===== src/rtl/voice_allocator.sv =====
// Polyphonic voice scheduler: serial scan picks a target voice (retrigger, free, or oldest),
// then one APPLY cycle updates it; env_tick runs a linear release ramp on released voices.
module voice_allocator #(
   parameter int unsigned       VOICES       = 8,
   parameter int unsigned       NOTE_W       = 5,
   parameter int unsigned       FREQ_W       = 32,
   parameter int unsigned       VOL_W        = 32,
   parameter logic [VOL_W-1:0]  FULL_VOL     = VOL_W'(1 << 20),
   parameter logic [VOL_W-1:0]  RELEASE_STEP = VOL_W'(1 << 16),
   parameter int unsigned       AGE_W        = 4
) (
   input  logic                             clk,
   input  logic                             reset_n,
   input  logic                             ev_valid,
   output logic                             ev_ready,
   input  logic                             ev_on,
   input  logic [NOTE_W-1:0]                ev_note,
   input  logic [FREQ_W-1:0]                ev_freq,
   input  logic                             env_tick,
   output logic [VOICES-1:0][FREQ_W-1:0]    frequencies,
   output logic [VOICES-1:0][VOL_W-1:0]     voice_volumes,
   output logic [VOICES-1:0]                voice_active,
   output logic [VOICES-1:0]                voice_held
);

   localparam int unsigned      IDX_W   = $clog2(VOICES);
   localparam logic [1:0]       S_IDLE  = 2'd0;
   localparam logic [1:0]       S_SCAN  = 2'd1;
   localparam logic [1:0]       S_APPLY = 2'd2;
   localparam logic [AGE_W-1:0] AGE_MAX = '1;
   localparam logic [IDX_W-1:0] IDX_LAST = IDX_W'(VOICES - 1);

   logic [1:0]        r_state;
   logic              r_ready;
   logic [IDX_W-1:0]  r_idx;
   logic              r_lon;
   logic [NOTE_W-1:0] r_lnote;
   logic [FREQ_W-1:0] r_lfreq;
   logic              r_match_ok;
   logic              r_free_ok;
   logic [IDX_W-1:0]  r_match_idx;
   logic [IDX_W-1:0]  r_free_idx;
   logic [IDX_W-1:0]  r_old_idx;
   logic [AGE_W-1:0]  r_old_age;

   logic [VOICES-1:0] r_held;
   logic [VOICES-1:0] r_active;
   logic [NOTE_W-1:0] r_note [VOICES];
   logic [AGE_W-1:0]  r_age  [VOICES];
   logic [FREQ_W-1:0] r_freq [VOICES];
   logic [VOL_W-1:0]  r_vol  [VOICES];

   logic              w_accept;
   logic [IDX_W-1:0]  w_target;

   assign w_accept = ev_valid && r_ready;
   assign w_target = r_match_ok ? r_match_idx : (r_free_ok ? r_free_idx : r_old_idx);

   always_ff @(posedge clk or negedge reset_n) begin
      if (!reset_n) begin
         r_state     <= S_IDLE;
         r_ready     <= 1'b1;
         r_idx       <= '0;
         r_lon       <= 1'b0;
         r_lnote     <= '0;
         r_lfreq     <= '0;
         r_match_ok  <= 1'b0;
         r_free_ok   <= 1'b0;
         r_match_idx <= '0;
         r_free_idx  <= '0;
         r_old_idx   <= '0;
         r_old_age   <= '0;
      end else begin
         case (r_state)
            S_IDLE: begin
               if (w_accept) begin
                  r_state     <= S_SCAN;
                  r_ready     <= 1'b0;
                  r_idx       <= '0;
                  r_lon       <= ev_on;
                  r_lnote     <= ev_note;
                  r_lfreq     <= ev_freq;
                  r_match_ok  <= 1'b0;
                  r_free_ok   <= 1'b0;
                  r_match_idx <= '0;
                  r_free_idx  <= '0;
                  r_old_idx   <= '0;
                  r_old_age   <= '0;
               end
            end
            S_SCAN: begin
               if (!r_match_ok && r_active[r_idx] && (r_note[r_idx] == r_lnote)) begin
                  r_match_ok  <= 1'b1;
                  r_match_idx <= r_idx;
               end
               if (!r_free_ok && !r_active[r_idx]) begin
                  r_free_ok  <= 1'b1;
                  r_free_idx <= r_idx;
               end
               // Strict compare keeps the lowest index on equal age.
               if (r_age[r_idx] > r_old_age) begin
                  r_old_age <= r_age[r_idx];
                  r_old_idx <= r_idx;
               end
               if (r_idx == IDX_LAST) r_state <= S_APPLY;
               else                   r_idx   <= r_idx + 1'b1;
            end
            S_APPLY: begin
               r_state <= S_IDLE;
               r_ready <= 1'b1;
            end
            default: begin
               r_state <= S_IDLE;
               r_ready <= 1'b1;
            end
         endcase
      end
   end

   // Release decay is written first so a same-cycle APPLY write to the voice overrides it.
   always_ff @(posedge clk or negedge reset_n) begin
      if (!reset_n) begin
         r_held   <= '0;
         r_active <= '0;
         for (int unsigned v = 0; v < VOICES; v++) begin
            r_note[v] <= '0;
            r_age[v]  <= '0;
            r_freq[v] <= '0;
            r_vol[v]  <= '0;
         end
      end else begin
         for (int unsigned v = 0; v < VOICES; v++) begin
            if (env_tick && r_active[v] && !r_held[v]) begin
               if (r_vol[v] <= RELEASE_STEP) begin
                  r_vol[v]    <= '0;
                  r_active[v] <= 1'b0;
               end else begin
                  r_vol[v] <= r_vol[v] - RELEASE_STEP;
               end
            end
            if (r_state == S_APPLY) begin
               if (r_lon) begin
                  if (IDX_W'(v) == w_target) begin
                     r_freq[v]   <= r_lfreq;
                     r_vol[v]    <= FULL_VOL;
                     r_note[v]   <= r_lnote;
                     r_held[v]   <= 1'b1;
                     r_active[v] <= 1'b1;
                     r_age[v]    <= '0;
                  end else if (r_active[v] && (r_age[v] != AGE_MAX)) begin
                     r_age[v] <= r_age[v] + 1'b1;
                  end
               end else if (r_held[v] && (r_note[v] == r_lnote)) begin
                  r_held[v] <= 1'b0;
               end
            end
         end
      end
   end

   assign ev_ready     = r_ready;
   assign voice_active = r_active;
   assign voice_held   = r_held;

   always_comb begin
      frequencies   = '0;
      voice_volumes = '0;
      for (int unsigned v = 0; v < VOICES; v++) begin
         frequencies[v]   = r_freq[v];
         voice_volumes[v] = r_vol[v];
      end
   end

endmodule


===== config.mk =====
export PLATFORM = sky130hd
export DESIGN_NAME = voice_allocator
export DESIGN_NICKNAME = d
export VERILOG_FILES = /design/src/rtl/voice_allocator.sv
export SDC_FILE = /design/constraint.sdc
export NUM_CORES = 1
export LEC_CHECK = 0
export CAP_MARGIN = 10
export CELL_PAD_IN_SITES_DETAIL_PLACEMENT = 1
export CELL_PAD_IN_SITES_GLOBAL_PLACEMENT = 2
export CORE_ASPECT_RATIO = 0.5
export CORE_UTILIZATION = 35
export DETAILED_ROUTE_END_ITERATION = 6
export GPL_TIMING_DRIVEN = 0
export MAX_ROUTING_LAYER = met4
export PLACE_DENSITY_LB_ADDON = 0.1
export SYNTH_ARGS = -nofsm -noshare
export SYNTH_HDL_FRONTEND = slang
export SYNTH_SLANG_ARGS = --single-unit

===== constraint.sdc =====
create_clock -name clk -period 9.9 [get_ports clk]
set_input_delay 0.99 -clock clk [delete_from_list [all_inputs] [get_ports clk]]
set_output_delay 0.99 -clock clk [all_outputs]
set_load 0.01 [all_outputs]

Yosys cells after proc, flatten, opt, wreduce, memory -nomap -nowiden
Index checks and enable logic that the tools add are counted.
Widths: inputs -> output; s select.

storage, ports and cells
  register bits = 659
  latch bits = 0
  bits in writable memories = 0
  memory bits (read-only) = 0
  bits of input ports = 42
  output and inout bits = 529
  logic and storage cells = 372
  memories = 0

operators by class
  $add $sub $neg = 17
  multipliers = 0
  div/mod/pow operators = 0
  order comparisons = 11
  equality and inequality tests = 41
  shift operators = 0
  muxes and demuxes = 151
  bitwise gates (word level) = 2
  reduce and logical (&&, ||, !) cells = 97

operator list
  operator                number
  $mux 32                 40
  $le 32x17->1 const B    8
  $sub 32x17->32 const B  8
  $reduce_and 3->1        28
  $mux 4                  20
  $mux 1                  68
  $eq 5x5->1              9
  $logic_and 1x1->1       36
  $reduce_bool 2->1       17
  $add 4x1->4 const B     8
  $ne 4x4->1 const B      8
  $pmux 3 s2              4
  $mux 3                  7
  $ne 2x1->1 const B      8
  $bmux 5 s3              1
  $bmux 4 s3              1
  $eq 3x3->1 const A      4
  $ne 2x2->1 const B      6
  $logic_not 1->1         11
  $mux 5                  2
  $pmux 4 s2              1
  $eq 2x3->1 const A      2
  $pmux 1 s2              3
  $reduce_and 2->1        3
  15 further kinds        16

Longest topological paths before layout
  depth after elaboration = 8
  gate-level depth with buffers = 12
  depth with buffers taken out = 9

Worst setup path before layout
Ideal clock, no wire load.

  path kind = register -> register
  from = reg r_idx[0]
  to = reg r_old_age[0]
  setup time = 0.125 ns
  arrival = 3.087 ns
  data required time = 9.775 ns
  path slack = 6.688 ns
  stages on the path, launching flop included = 13
  buffers on the path = 3
  period minus slack after synthesis = 3.212 ns
  cells stage by stage = dfrtp_1 buf_6 buf_6 buf_2 mux4_2 mux2_2 ha_1 nor2b_1 o21ai_0 nand2b_1 a21oi_1 o21ai_1 mux2_2

between the ends
  cells in the longest elaborated chain, start to end = 7
  elaborated cells between the ends (all ways) = 9
  those cells by class = order compare (1); eq/ne (1); mux (5); bitwise (1); reduce/logical (1)

RTL lines
  item                                           RTL line  source
  start, declared                                35        logic [IDX_W-1:0] r_idx;
  start signal, assigned                         106       else r_idx <= r_idx + 1'b1;
  $not 3->4 (implied by the code) (*)            101, 102
  $bmux 4 s3 (*)                                 101, 102
  $mux 4 (implied by the code) (*) (2 in a row)  101, 102
  $gt 4x4->1                                     101       if (r_age[r_idx] > r_old_age) begin
  $ne 2x2->1 (no source line)                    -
  $reduce_and 3->1 (no source line)              -
  end signal, assigned                           102       r_old_age <= r_age[r_idx];
  end, declared                                  44        logic [AGE_W-1:0] r_old_age;

Mark *: on every way between the ends. The rest lies on a longest branch, timed or not. The select of a mux whose other input is x is not followed.
A chain may end at the register's enable or synchronous reset.

Final worst setup path
  from = reg r_idx[1]
  to = reg r_old_age[0]

The elaborated chain is that of the path after synthesis.

==> run_results.csv <==
group,metric,value,unit
setup_path,critPathKind,"flip-flop to flip-flop",
timing,rsz0062_at_grt,"false",
placement,pre_cts_slack,5850,ps
logic_synthesis,synth-edff-count,0,
timing,max-slew-margin-rel,25.6,%
timing,skew,9.90,ps
floorplan,floorplan.initialDensity,35.6,%
routing,firstDrtPassIters,5,
floorplan,fp.dieArea,80400,µm²
layout,design_area,37100,µm²
logic_synthesis,synth.yosys.seq_area_share,59.5,%
routing,drt-vias-per-instance,4.90,
logic_synthesis,synthesis.instances,2645,
logic_synthesis,syn_area,27700,µm²
timing,timing_worst_slew_pin_value,1110,ps
routing,wl_per_cell,21.9,µm
floorplan,rows,72,
cts,clk_transition_reported_paths,70,ps
setup_path,worst_setup_path_startpoint,"r_idx[1]$_DFFE_PN0P_",
logic_synthesis,post_synthesis_register_bit_count,659,
placement,dp_cells,4258,
cts,root_buffer,"sky130_fd_sc_hd__clkbuf_16",
floorplan,fp.dieH,201,µm
global_route,grt_max_degree,116,
global_route,globalRoute.totalOverflow,0,
setup_path,setup.worst_path.start_class,"flip-flop",
placement,gp_congestion,0.848,
timing,final_setup_margin,5800,ps
setup_path,critical_path_arrival,4630,ps
cts,clock_sinks,659,
timing,drv_slew,0,
logic_synthesis,syn_nets,2717,
floorplan,design.portCount,571,
layout,seqCellArea,16500,µm²
worst_hold_path,min_path_type,"input pin to async pin",
setup_path,critical_path_required,10430,ps
setup_path,setup_crit_end_kind,"flip-flop",
logic_synthesis,synth_flop_cell,"sky130_fd_sc_hd__dfrtp_1",
placement,placed_instance_area,34900,µm²
global_route,gr-usage-all-layers,24.5,%
setup_path,worst_path_maximum_fanout,10,
cts,post-cts-setup-buffers,0,
timing,setup_tns_final,0,ps
placement,dpl.hpwl,69300,µm
setup_path,cp_num_buf_inv,2,
routing,drt_iter0_markers,1075,
logic_synthesis,ys.warnings.count,0,
floorplan,design.core.area,77800,µm²
layout,nFillCells,8562,
global_route,antenna_found_initial,8,
layout,final_layout_size_suffix_gt1_share,6.86,%
setup_path,worstReg2RegEnd,"r_old_age[0]$_DFFE_PN0P_",
floorplan,die_width,400,µm
layout,finish.cell_count_without_fillers,4380,
routing,drtAntennaViolNets,0,
layout,syn2layout_area_growth,33.8,%
timing,post-route-period-util,41.4,%
cts,cts_inserted_buffers,61,
cts,htree_num_levels,2,
setup_path,timing.rr.start,"r_idx[1]$_DFFE_PN0P_",
power,power-per-cell-area,244,nW/µm²
cts,clock_latency,640,ps
timing,timing.final.crit_period,4100,ps
routing,total_routed_wirelength,95800,µm
setup_path,rr_worst_depth,11,
layout,design.final.nets,3358,
logic_synthesis,syn-mean-instance-area,10.5,µm²
layout,area_taken_by_multi_input_logic_gates,10500,µm²
routing,detailroute.via_count,21400,
setup_path,path_cells,"buf_2 > buf_1 > mux4_2 > mux2_2 > ha_1 > nor2b_1 > o21ai_0 > nand2b_1 > a21oi_1 > o21ai_1 > mux2_2",
setup_path,critPathMostFrequentCell,"sky130_fd_sc_hd__mux2_2",
cts,cts_hold_buffers,0,
placement,place.port_buffers,570,
timing,hold_viol,0,
setup_path,largest_incremental_delay_on_the_critical_path,670,ps
cts,ctsResizeCount,0,
global_route,global_route_wire_length_before_repair,145000,µm
timing,achievable-frequency,244,MHz
timing,final-setup-viol-count,0,
routing,drt_drc_violations_left,0,
flow_run,maxCapViolations,0,
logic_synthesis,ys_async_sr_fraction,100,%
layout,layout.core_utilization,47.7,%
setup_path,cp_slowest_cell,"sky130_fd_sc_hd__o21ai_1",
power,ir_worst_vdd,0.112,mV
run_status,status,"completed",
global_route,vias_in_the_first_global_route,22600,
logic_synthesis,synth_cell_types,57,
power,power.leakage,18.0,nW
setup_path,regToRegSetupSlack,5800,ps
cts,tritoncts,"built",
setup_path,cpLargestDelayFamily,"multiplexers",
cts,clock_path_buffers,3,
[cells in the mapped netlist (all sizes together), types with 4 or more instances]
master | instances | share of area (%)
or2 | 7 | 0.16
o31ai | 10 | 0.27
mux2i | 31 | 1.1
nand4 | 24 | 0.54
and3 | 71 | 1.6
a21oi | 16 | 0.29
nand2 | 789 | 11
dfrtp | 658 | 59
and2 | 70 | 1.6
clkbuf | 100 | 1.4
and3b | 4 | 0.13
or3 | 13 | 0.29
o21bai | 4 | 0.11
o21ai | 21 | 0.42
inv | 27 | 0.37
nor4b | 7 | 0.22
o41ai | 7 | 0.22
nor3 | 48 | 0.87
nor2 | 195 | 2.6
a22o | 5 | 0.16
nand3b | 15 | 0.41
o21a | 4 | 0.11
mux2 | 114 | 4.6
or4 | 19 | 0.53
buf | 53 | 1.0
mux4 | 14 | 1.1
nand2b | 5 | 0.11
xor2 | 83 | 2.6
ha | 30 | 1.4
nor4 | 48 | 1.3
o32a | 4 | 0.14
a211oi | 5 | 0.14
xnor2 | 87 | 2.7
nand3 | 39 | 0.70
[registers in the layout, indices dropped and copies added, names as in the netlist, 4 cells and up]
register	count
frequencies	256
r_age	32
voice_active	8
voice_held	8
r_lnote	5
voice_volumes	256
r_lfreq	32
r_note	40
r_old_age	4
[through the flow]
stage | hold slack, ps | power (W)
finish | 225 | 0.00904
global route | 218 | 0.00956
floorplan | 450 | 0.00505
global placement | 458 | 0.00649
detailed placement | 462 | 0.00656
CTS | 199 | 0.00917
[worst register-to-register path: cells and delay by family (launching register included)]
| family | cells | cell delay (ps) |
|---|---|---|
| DFF | 1 | 500 |
| and+or+nand+nor | 2 | 210 |
| adders and majority gates | 1 | 290 |
| buffers and inverters | 2 | 990 |
| muxes | 3 | 1190 |
| AOI/OAI and AO/OA | 3 | 820 |
[how the worst max path moves through the flow]
stage               cells past startpoint                           end  slack [ps]
floorplan                              12      r_old_age[0]$_DFFE_PN0P_        6690
global placement                        1  frequencies[204]$_DFFE_PN0P_      -23840
detailed placement                     11      r_old_age[0]$_DFFE_PN0P_        5850
CTS                                    11      r_old_age[0]$_DFFE_PN0P_        5810
global route                           11      r_old_idx[2]$_DFFE_PN0P_        5570
finish                                 11      r_old_age[0]$_DFFE_PN0P_        5800
[where the power goes]
part	switching [W]	internal [W]	total [W]
clock network	0.00109	0.00148	0.00256
logic	0.00155	0.00127	0.00282
registers	0.000484	0.00317	0.00365
total	0.00313	0.00592	0.00904
[cells in the final DEF, fill, tap and decap left out, types with 6 or more instances in the layout]
cell	instances
sky130_fd_sc_hd__o41ai_1	7
sky130_fd_sc_hd__nor3_1	48
sky130_fd_sc_hd__nand2_1	789
sky130_fd_sc_hd__or3_1	13
sky130_fd_sc_hd__ha_1	30
sky130_fd_sc_hd__a21oi_1	16
sky130_fd_sc_hd__mux4_2	14
sky130_fd_sc_hd__clkbuf_16	63
sky130_fd_sc_hd__clkdlybuf4s50_1	569
sky130_fd_sc_hd__inv_1	27
sky130_fd_sc_hd__xnor2_1	87
sky130_fd_sc_hd__diode_2	6
sky130_fd_sc_hd__nand4_1	24
sky130_fd_sc_hd__nor4_2	6
sky130_fd_sc_hd__clkinv_2	9
sky130_fd_sc_hd__o31ai_1	10
sky130_fd_sc_hd__nand3_1	39
sky130_fd_sc_hd__mux2i_1	31
sky130_fd_sc_hd__and2_1	70
sky130_fd_sc_hd__nor4b_1	7
sky130_fd_sc_hd__nor2_1	195
sky130_fd_sc_hd__bufinv_16	7
sky130_fd_sc_hd__or4_1	18
sky130_fd_sc_hd__nand3b_1	15
sky130_fd_sc_hd__clkbuf_8	17
sky130_fd_sc_hd__buf_2	50
sky130_fd_sc_hd__xor2_1	83
sky130_fd_sc_hd__o21ai_0	17
sky130_fd_sc_hd__and3_1	71
sky130_fd_sc_hd__buf_16	6
sky130_fd_sc_hd__mux2_1	75
sky130_fd_sc_hd__nor4_1	39
sky130_fd_sc_hd__mux2_2	39
sky130_fd_sc_hd__dfrtp_1	658
sky130_fd_sc_hd__clkbuf_1	116
[per-layer routing]
layer  part of all wire [%]  vias up  track usage [%]
met3                    5.0      121             5.36
met1                     45    11000             31.9
li1                       -     9957                -
met5                      0        -                -
met2                     48      356             38.9
met4                    2.2        0             5.87
[kinds of logic (layout without fill, tap and decap cells)]
| group | Yosys count | after routing | share of synthesized area (%) |
|---|---|---|---|
| fa+ha+maj | 30 | 30 | 1.35 |
| flops | 659 | 659 | 59.5 |
| simple gates | 1362 | 1362 | 22.1 |
| buf+inv | 180 | 873 | 2.73 |
| other cells | 0 | 6 | 0 |
| mux | 159 | 159 | 6.89 |
| xor+xnor | 170 | 170 | 5.37 |
| compound gates | 85 | 85 | 2.12 |
[layout make-up]
| type | count | share of cell area, % |
|---|---|---|
| Inverter | 27 | 0.273 |
| Clock inverter | 19 | 0.752 |
| Sequential cell | 659 | 44.5 |
| Clock buffer | 96 | 5.04 |
| Tap cell | 1036 | 3.49 |
| Buffer | 153 | 1.76 |
| Antenna cell | 6 | 0.0405 |
| Multi-Input combinational cell | 1806 | 28.3 |
| Timing Repair Buffer | 578 | 15.9 |
Note: power is estimated with default switching activity, not from simulation.
